`src/rtl/irrigation_controller.sv`:
```
// rtl/irrigation_controller.sv - tick-driven drip/sprinkler irrigation controller
// Inputs are synchronized and debounced over three 1 s ticks before the FSM acts on them.
module irrigation_controller #(
    parameter int CLK_HZ   = 50_000_000,
    parameter int MIN_ON_S = 5,
    parameter int MAX_ON_S = 60,
    parameter int COOL_S   = 10
) (
    input  logic       clk,
    input  logic       rst_n,
    input  logic       soil_humid,
    input  logic       air_humid,
    input  logic       high_temp,
    input  logic [2:0] tank_probe,
    output logic [1:0] irrigation_status,
    output logic [1:0] water_tank_level,
    output logic       valve_drip,
    output logic       valve_sprinkler
);

    localparam int PW = (CLK_HZ > 1) ? $clog2(CLK_HZ) : 1;
    localparam int TW = $clog2(MAX_ON_S + 1);
    localparam int CW = (COOL_S > 1) ? $clog2(COOL_S) : 1;

    localparam logic [PW-1:0] PRE_LAST = PW'(CLK_HZ - 1);
    localparam logic [TW-1:0] ON_MAX   = TW'(MAX_ON_S);
    localparam logic [TW-1:0] ON_MIN   = TW'(MIN_ON_S);
    localparam logic [CW-1:0] COOL_END = CW'(COOL_S - 1);

    // Bit map: 0 soil, 1 air, 2 temp, 5:3 tank probes; soil idles "wet" so nothing starts from reset.
    localparam logic [5:0] IN_RESET = 6'b000001;

    typedef enum logic [2:0] {
        S_IDLE,
        S_DRIP,
        S_SPRINKLER,
        S_COOLDOWN,
        S_ERROR
    } state_t;

    state_t          state_q, state_d;
    logic [5:0]      sync1_q, sync2_q;
    logic [5:0]      filt_q, filt_d;
    logic [5:0][1:0] fcnt_q, fcnt_d;
    logic [PW-1:0]   pre_q;
    logic [TW-1:0]   on_q, on_d;
    logic [CW-1:0]   cool_q, cool_d;
    logic            tick;
    logic            tank_ok;
    logic [1:0]      lvl_d;
    logic            soil_f, air_f, temp_f;

    assign tick = (pre_q == PRE_LAST);

    always_ff @(posedge clk or negedge rst_n) begin
        if (!rst_n) begin
            sync1_q <= IN_RESET;
            sync2_q <= IN_RESET;
            filt_q  <= IN_RESET;
            fcnt_q  <= '0;
            pre_q   <= '0;
        end else begin
            sync1_q <= {tank_probe, high_temp, air_humid, soil_humid};
            sync2_q <= sync1_q;
            filt_q  <= filt_d;
            fcnt_q  <= fcnt_d;
            pre_q   <= tick ? '0 : pre_q + PW'(1);
        end
    end

    // A differing sample on three consecutive ticks commits the new value; any agreeing sample restarts.
    always_comb begin
        filt_d = filt_q;
        fcnt_d = fcnt_q;
        if (tick) begin
            for (int i = 0; i < 6; i++) begin
                if (sync2_q[i] == filt_q[i]) begin
                    fcnt_d[i] = 2'd0;
                end else if (fcnt_q[i] == 2'd2) begin
                    filt_d[i] = sync2_q[i];
                    fcnt_d[i] = 2'd0;
                end else begin
                    fcnt_d[i] = fcnt_q[i] + 2'd1;
                end
            end
        end
    end

    // Decisions use the value being committed on this tick so the FSM reacts on the same tick.
    always_comb begin
        tank_ok = 1'b1;
        lvl_d   = 2'd0;
        case (filt_d[5:3])
            3'b000:  lvl_d = 2'd0;
            3'b001:  lvl_d = 2'd1;
            3'b011:  lvl_d = 2'd2;
            3'b111:  lvl_d = 2'd3;
            default: tank_ok = 1'b0;
        endcase
    end

    assign soil_f = filt_d[0];
    assign air_f  = filt_d[1];
    assign temp_f = filt_d[2];

    always_comb begin
        state_d = state_q;
        on_d    = on_q;
        cool_d  = cool_q;
        if (tick) begin
            if (!tank_ok) begin
                state_d = S_ERROR;
            end else begin
                case (state_q)
                    S_IDLE: begin
                        if (!soil_f && lvl_d != 2'd0) begin
                            on_d    = '0;
                            state_d = (temp_f && !air_f && lvl_d >= 2'd2) ? S_SPRINKLER : S_DRIP;
                        end
                    end
                    S_DRIP, S_SPRINKLER: begin
                        if (lvl_d == 2'd0 || on_q == ON_MAX || (soil_f && on_q >= ON_MIN)) begin
                            state_d = S_COOLDOWN;
                            cool_d  = '0;
                        end else begin
                            on_d = on_q + TW'(1);
                        end
                    end
                    S_COOLDOWN: begin
                        if (cool_q == COOL_END) state_d = S_IDLE;
                        else cool_d = cool_q + CW'(1);
                    end
                    S_ERROR: begin
                        state_d = S_IDLE;
                        on_d    = '0;
                    end
                    default: state_d = S_IDLE;
                endcase
            end
        end
    end

    // Outputs are registered from the next state; the async reset closes the valves without a clock.
    always_ff @(posedge clk or negedge rst_n) begin
        if (!rst_n) begin
            state_q           <= S_IDLE;
            on_q              <= '0;
            cool_q            <= '0;
            irrigation_status <= 2'b00;
            water_tank_level  <= 2'd0;
            valve_drip        <= 1'b0;
            valve_sprinkler   <= 1'b0;
        end else begin
            state_q         <= state_d;
            on_q            <= on_d;
            cool_q          <= cool_d;
            valve_drip      <= (state_d == S_DRIP);
            valve_sprinkler <= (state_d == S_SPRINKLER);
            case (state_d)
                S_DRIP:      irrigation_status <= 2'b01;
                S_SPRINKLER: irrigation_status <= 2'b10;
                S_ERROR:     irrigation_status <= 2'b11;
                default:     irrigation_status <= 2'b00;
            endcase
            if (tank_ok) water_tank_level <= lvl_d;
        end
    end

endmodule
```
`config.mk`:
```
export PLATFORM = sky130hd
export DESIGN_NAME = irrigation_controller
export DESIGN_NICKNAME = d
export VERILOG_FILES = /design/src/rtl/irrigation_controller.sv
export SDC_FILE = /design/constraint.sdc
export NUM_CORES = 1
export LEC_CHECK = 0
export BUFFER_PORTS_ARGS = -buffer_cell sky130_fd_sc_hd__clkbuf_2
export CAP_MARGIN = 20
export CORE_MARGIN = 4
export CORE_UTILIZATION = 60
export CTS_BUF_LIST = sky130_fd_sc_hd__clkbuf_4
export DETAILED_ROUTE_END_ITERATION = 10
export GPL_ROUTABILITY_DRIVEN = 1
export PLACE_DENSITY = 0.78
export REMOVE_ABC_BUFFERS = 1
export SETUP_SLACK_MARGIN = 0.1
export SYNTH_ARGS = -nofsm -noshare
export SYNTH_HDL_FRONTEND = slang
export SYNTH_SLANG_ARGS = --single-unit
```
`constraint.sdc`:
```
create_clock -name clk -period 3.7 [get_ports clk]
set_input_delay 0.74 -clock clk [delete_from_list [all_inputs] [get_ports clk]]
set_output_delay 0.74 -clock clk [all_outputs]
set_load 0.05 [all_outputs]
```
After elaboration in Yosys (flattened, before gate mapping)
Cells that the tools add are included.

storage, ports and cells
  memories kept = 0
  bits in read-only memories = 0
  latch bits = 0
  logic and storage cells = 117
  register bits after elaboration = 75
  RAM bits = 0

cells by class
  $mul = 0
  shift operators = 0
  reduce and logical (&&, ||, !) cells = 18
  div/mod/pow operators = 0
  bitwise logic cells = 0
  multiplexer cells = 42
  eq/ne operators = 29
  $lt $le $gt $ge = 2
  add/subtract/negate cells = 9

operator list
  operator               count
  $add 26x1->26 const B  1
  $eq 26x26->1 const B   1
  $mux 2                 13
  $mux 26                1
  $mux 6                 3
  $pmux 6 s3             1
  $mux 3                 5
  $mux 1                 13
  $add 2x1->2 const B    6
  $eq 2x2->1 const B     6
  $eq 3x2->1 const B     4
  $pmux 2 s3             2
  $reduce_and 5->1       2
  $eq 3x1->1 const B     3
  $eq 3x3->1 const B     3
  $pmux 3 s3             1
  $mux 4                 2
  $ne 2x2->1 const B     4
  $pmux 4 s2             1
  $add 6x1->6 const B    1
  $eq 1x1->1             6
  $eq 6x6->1 const B     1
  $ge 6x3->1 const B     1
  $logic_not 3->1        2
  other kinds (11)       17

Depth between registers and ports, before layout
  depth after elaboration = 15
  depth in mapped cells = 10
  mapped depth without buffers = 9

Worst setup path before layout
Ideal clock, no wire load.

  path kind = reg2reg
  start point = register pre_q[0]
  end point = register on_q[3]
  setup time = 0.118 ns
  required time = 3.582 ns
  setup slack = 0.938 ns
  data arrival time = 2.643 ns
  cell stages (with the launch flop) = 10
  period minus slack after synthesis = 2.762 ns
  cell sequence = dfrtp_1 ha_1 nand3_1 or4_4 o21ai_2 a211oi_4 nor4_4 a21oi_2 a211o_1 a21o_1

between the ends
  cells in the longest elaborated chain, start to end = 9
  elaborated cells on any way between the ends = 19

ends and longest elaborated chain
  what                                 RTL line  RTL
  start: declaration                   45        logic [PW-1:0] pre_q;
  start signal: assignment             67        pre_q <= tick ? '0 : pre_q + PW'(1);
  $eq 26x26->1 *                       53        assign tick = (pre_q == PRE_LAST);
  $mux 6                               75        if (tick) begin
  $eq 3x3->1 (tied with other cells)   93        case (filt_d[5:3])
  $pmux 2 s3                           93
  $logic_not 2->1                      122       if (lvl_d == 2'd0 || on_q == ON_MAX || (soil_f && on_q >= ON_MIN)) begin
  $logic_or 1x1->1 (2 in series)       122
  $ne 2x2->1 (no source line)          n/a
  $reduce_and 5->1 (no source line) *  n/a
  end signal: assignment               155       on_q <= on_d;
  end: declaration                     46        logic [TW-1:0] on_q, on_d;

Mark *: on every way between the ends. The rest lies on a longest branch, timed or not.
A chain may end at the register's enable or synchronous reset.

Final worst setup path
  start point = register pre_q[9]
  end point = register cool_q[3]

between the ends
  cells in the longest elaborated chain, start to end = 9
  elaborated cells on any way between the ends = 15

ends and longest elaborated chain
  what                                 RTL line  RTL
  $eq 26x26->1 *                       53
  $mux 6                               75
  $eq 3x3->1 (tied with other cells)   93
  $pmux 2 s3                           93
  $logic_not 2->1                      122
  $logic_or 1x1->1 (2 in series)       122
  $ne 2x2->1 (no source line)          n/a
  $reduce_and 5->1 (no source line) *  n/a
  end signal: assignment               156       cool_q <= cool_d;
  end: declaration                     47        logic [CW-1:0] cool_q, cool_d;

Marks and branches as above.

==> run summary <==
The worst slew slack as a fraction of its limit came out at 0.4026. For this block, the via count after detailed routing is 2545. The critical path goes through nor4_2, and3_1, a31oi_1, nor2_1, a31oi_1, a2111oi_4, nand2_1, a32o_1.

The logs give 0 for the count of hold buffers inserted by post-cts repair and 76 for the largest net degree at the start of global routing. The setup check on the worst reg-to-reg path leaves a slack of 590 ps. The most frequent cell after synthesis was dfrtp_1. The global-route usage over all layers came out at 0.2049. STA classifies the critical path endpoint as a register.

From synthesis to final layout, the design area changed by 7.221%. The placeable core region is 5921 um^2, and the fraction of registers with async set or reset after synthesis is 1.000. The width of the die is 86.06 um.

The clock reaches the later pin of the worst-skew pair after 420 ps. The starting utilization of the core area was 0.6175; the number of detailed-routing iterations run before antenna repair was 4. For this run, design rule violations remaining after detail routing come to 0.

The port buffer count works out to 13. After clock tree synthesis, the clock-pin slew on the worst setup and hold paths is 120 ps. The number of flops mapped to enable cells by yosys was 0. Counting I/O delays and the setup requirement, the final critical path takes 3106 ps.

The worst register-to-register path ends at cool_q[3]. The setup violation total in the final timing report was 0. Critical path's slowest cell: nor4_2. The number of max-slew violations in the final report is 0. The worst hold path was traced through 0 stages. Setup repair after global routing left no endpoint under its margin. The tightest min-delay check is of the reg -> reg type. Buffers inserted during clock tree synthesis total 9. The logs give 0 for the remaining antenna violation count after routing and 322.0 MHz for the maximum achievable frequency. The share of the core filled with cells in the final layout was 0.6621.

The logs give 2 for the buffer depth of the longest clock path and 4010 ps for the data required time at the worst endpoint. The endpoint of the worst hold-timing path was sync2_q[3]. The category of the most critical setup path is reg -> reg. Dividing the synthesized area by the synthesized cell count gives 10.66 um^2.

For the worst IR drop on VDD, the log shows 0.2100 mV. The number of diodes added for antenna fixing is 0, and the site row count is 28. The first global-routing pass estimated 11.85 mm of wire.

The run gives 14 as the count of boundary I/O pins. The number of maximum-capacitance violations came out at 0. For the number of DRC violations after detailed-routing iteration 0, the log shows 147. Along the worst path, the maximum fanout reaches 9. The fraction of final layout cells sized beyond drive strength 1 was 0.1644.

The cell family contributing the most delay on the critical path is simple AND/OR/NAND/NOR gates. The final worst-path cycle share is 0.8394. The floorplan step set the die height to 86.06 um. After routing, the total negative slack on setup checks comes to 0 ps. Number of distinct library cells after synthesis: 57. Sorting the synthesized cells by how often they occur yields 72 x dfrtp_1, 34 x nor2_1, 30 x nand2_1. For this run, the slowest stage of the critical path takes 510 ps. The startpoint identified for the worst hold timing path is sync1_q[3]. Between clock sinks in the finished design, the worst skew comes to 11.60 ps. Layout net count: 375.

The total power per unit cell area was 344.6 nW/um^2. The arrival time at the worst endpoint was 3420 ps. The area enclosed by the die boundary was 7406 um^2. The tools report the source of the worst register-to-register timing path as pre_q[9]. Number of setup buffers added after CTS: 0. The mapped cell area is 3656 um^2, and the routability congestion estimate from global placement is 0.8843.

For this run, the leading register cell type out of synthesis is dfrtp_1. For the via count of the first global-routing pass, the log shows 2499. The logs give 0.5144 for the share of the yosys chip area belonging to registers and 0 for the yosys synthesis warning count. The slew at the pin closest to its max-slew limit is 896.1 ps, and the final routed wirelength across all metal layers is 6.675 mm. The run finished with clean final reports. After technology mapping, the gate count stands at 343. The share of the synthesized area in the top cell type was 0.4928; the post-detailed-placement half-perimeter wirelength was 4.719 mm.

The number of buffers and inverters on the critical path is 0. The CTS sink count is 75. The tree is rooted in a clkbuf_4. The cell type with the largest total area after synthesis was dfrtp_1. After global routing the overflow that remains totals 0.

The initial antenna violation count was 0. The number of cells traversed by the worst register-to-register path was 8. For the leakage power summed over all cells, the log shows 1.788 nW.

For the total number of H-tree levels, the log shows 3. The most used cell along the critical path is a31oi_1. The register bit count reported by yosys is 75, and the mean number of vias per cell is 5.784. TritonCTS built the clock tree. In this run, post-CTS repair resized a total of 0 instances.

In the final routed layout, each cell accounts on average for 15.17 um. The run gives 0 as the hold violation count in the final report. By area the synthesized netlist is led by dfrtp_1 49%, xnor2_1 3.8%, nor2_1 3.5%. STA classifies the critical path startpoint as a register.
power breakdown:
group,total [mW],switching [mW],leakage [nW],internal (mW)
Combinational,0.0212,0.0163,0.718,0.00488
Clock,0.498,0.280,0.0705,0.218
Sequential,0.831,0.00449,1.00,0.827
Total,1.35,0.301,1.79,1.05
how the worst max path moves through the flow:
stage	start	end	slack (ps)	cells after the start
5_1_grt	pre_q[0]	cool_q[3]	290	9
4_1_cts	pre_q[9]	valve_drip	610	8
3_3_place_gp	pre_q[9]	cool_q[3]	700	8
2_1_floorplan	pre_q[0]	on_q[3]	730	7
6_report	pre_q[9]	cool_q[3]	590	8
3_5_place_dp	pre_q[9]	cool_q[3]	650	8
final cells by class:
type / instances / area [um^2]
clock buffer: 11 / 82.58
clock inverter: 5 / 53.80
fill: 473 / 2001
inverter: 12 / 45.04
multi-input combinational: 247 / 1682
sequential: 75 / 1881
tap: 75 / 93.84
timing repair buffer: 15 / 82.58
layout by cell type (no fill, tap or decap), drive strengths merged, types with 7 or more instances in the layout:
cell type / n
dfrtp: 72
nand4: 13
nand2: 30
ha: 7
nand3: 18
o21ai: 21
inv: 12
o31ai: 8
nand2b: 7
xor2: 14
clkbuf: 23
nor2: 34
xnor2: 16
nor3: 10
kinds of logic after synthesis:
kind of cell,after synthesis,synth area share
flip-flops,75,0.5144
XOR/XNOR,30,0.07187
multiplexers,6,0.01814
buffers and inverters,21,0.02566
AND/OR/NAND/NOR,144,0.2177
AO/OA/AOI/OAI,60,0.1283
adder cells (fa/ha/maj),7,0.02396
sequential cells by signal, indices dropped and copies added (netlist names):
name,count
pre_q,26
fcnt_q,12
filt_q,6
on_q,6
sync1_q,6
sync2_q,6
cool_q,4
state_q,3
irrigation_status,2
water_tank_level,2
valve_drip,1
valve_sprinkler,1
per-layer routing:
metal	track usage	share of wire
met1	0.3062	0.51
met5	0	0
met2	0.2985	0.44
met3	0.03554	0.037
met4	0.07770	0.015
metrics by stage:
step	std cells	area, um^2	power (mW)	hold slack, ps	setup WS, ps
after floorplan	334	3607	0.8482	331.2	727.0
after global placement	424	3784	0.8692	334.0	698.4
after detailed placement	424	3784	0.8697	338.6	649.6
after CTS	440	3920	1.361	365.6	609.1
after global routing	440	3920	1.402	358.8	285.9
final	440	3920	1.351	363.6	594.4
(Power assumes the default switching activity.)
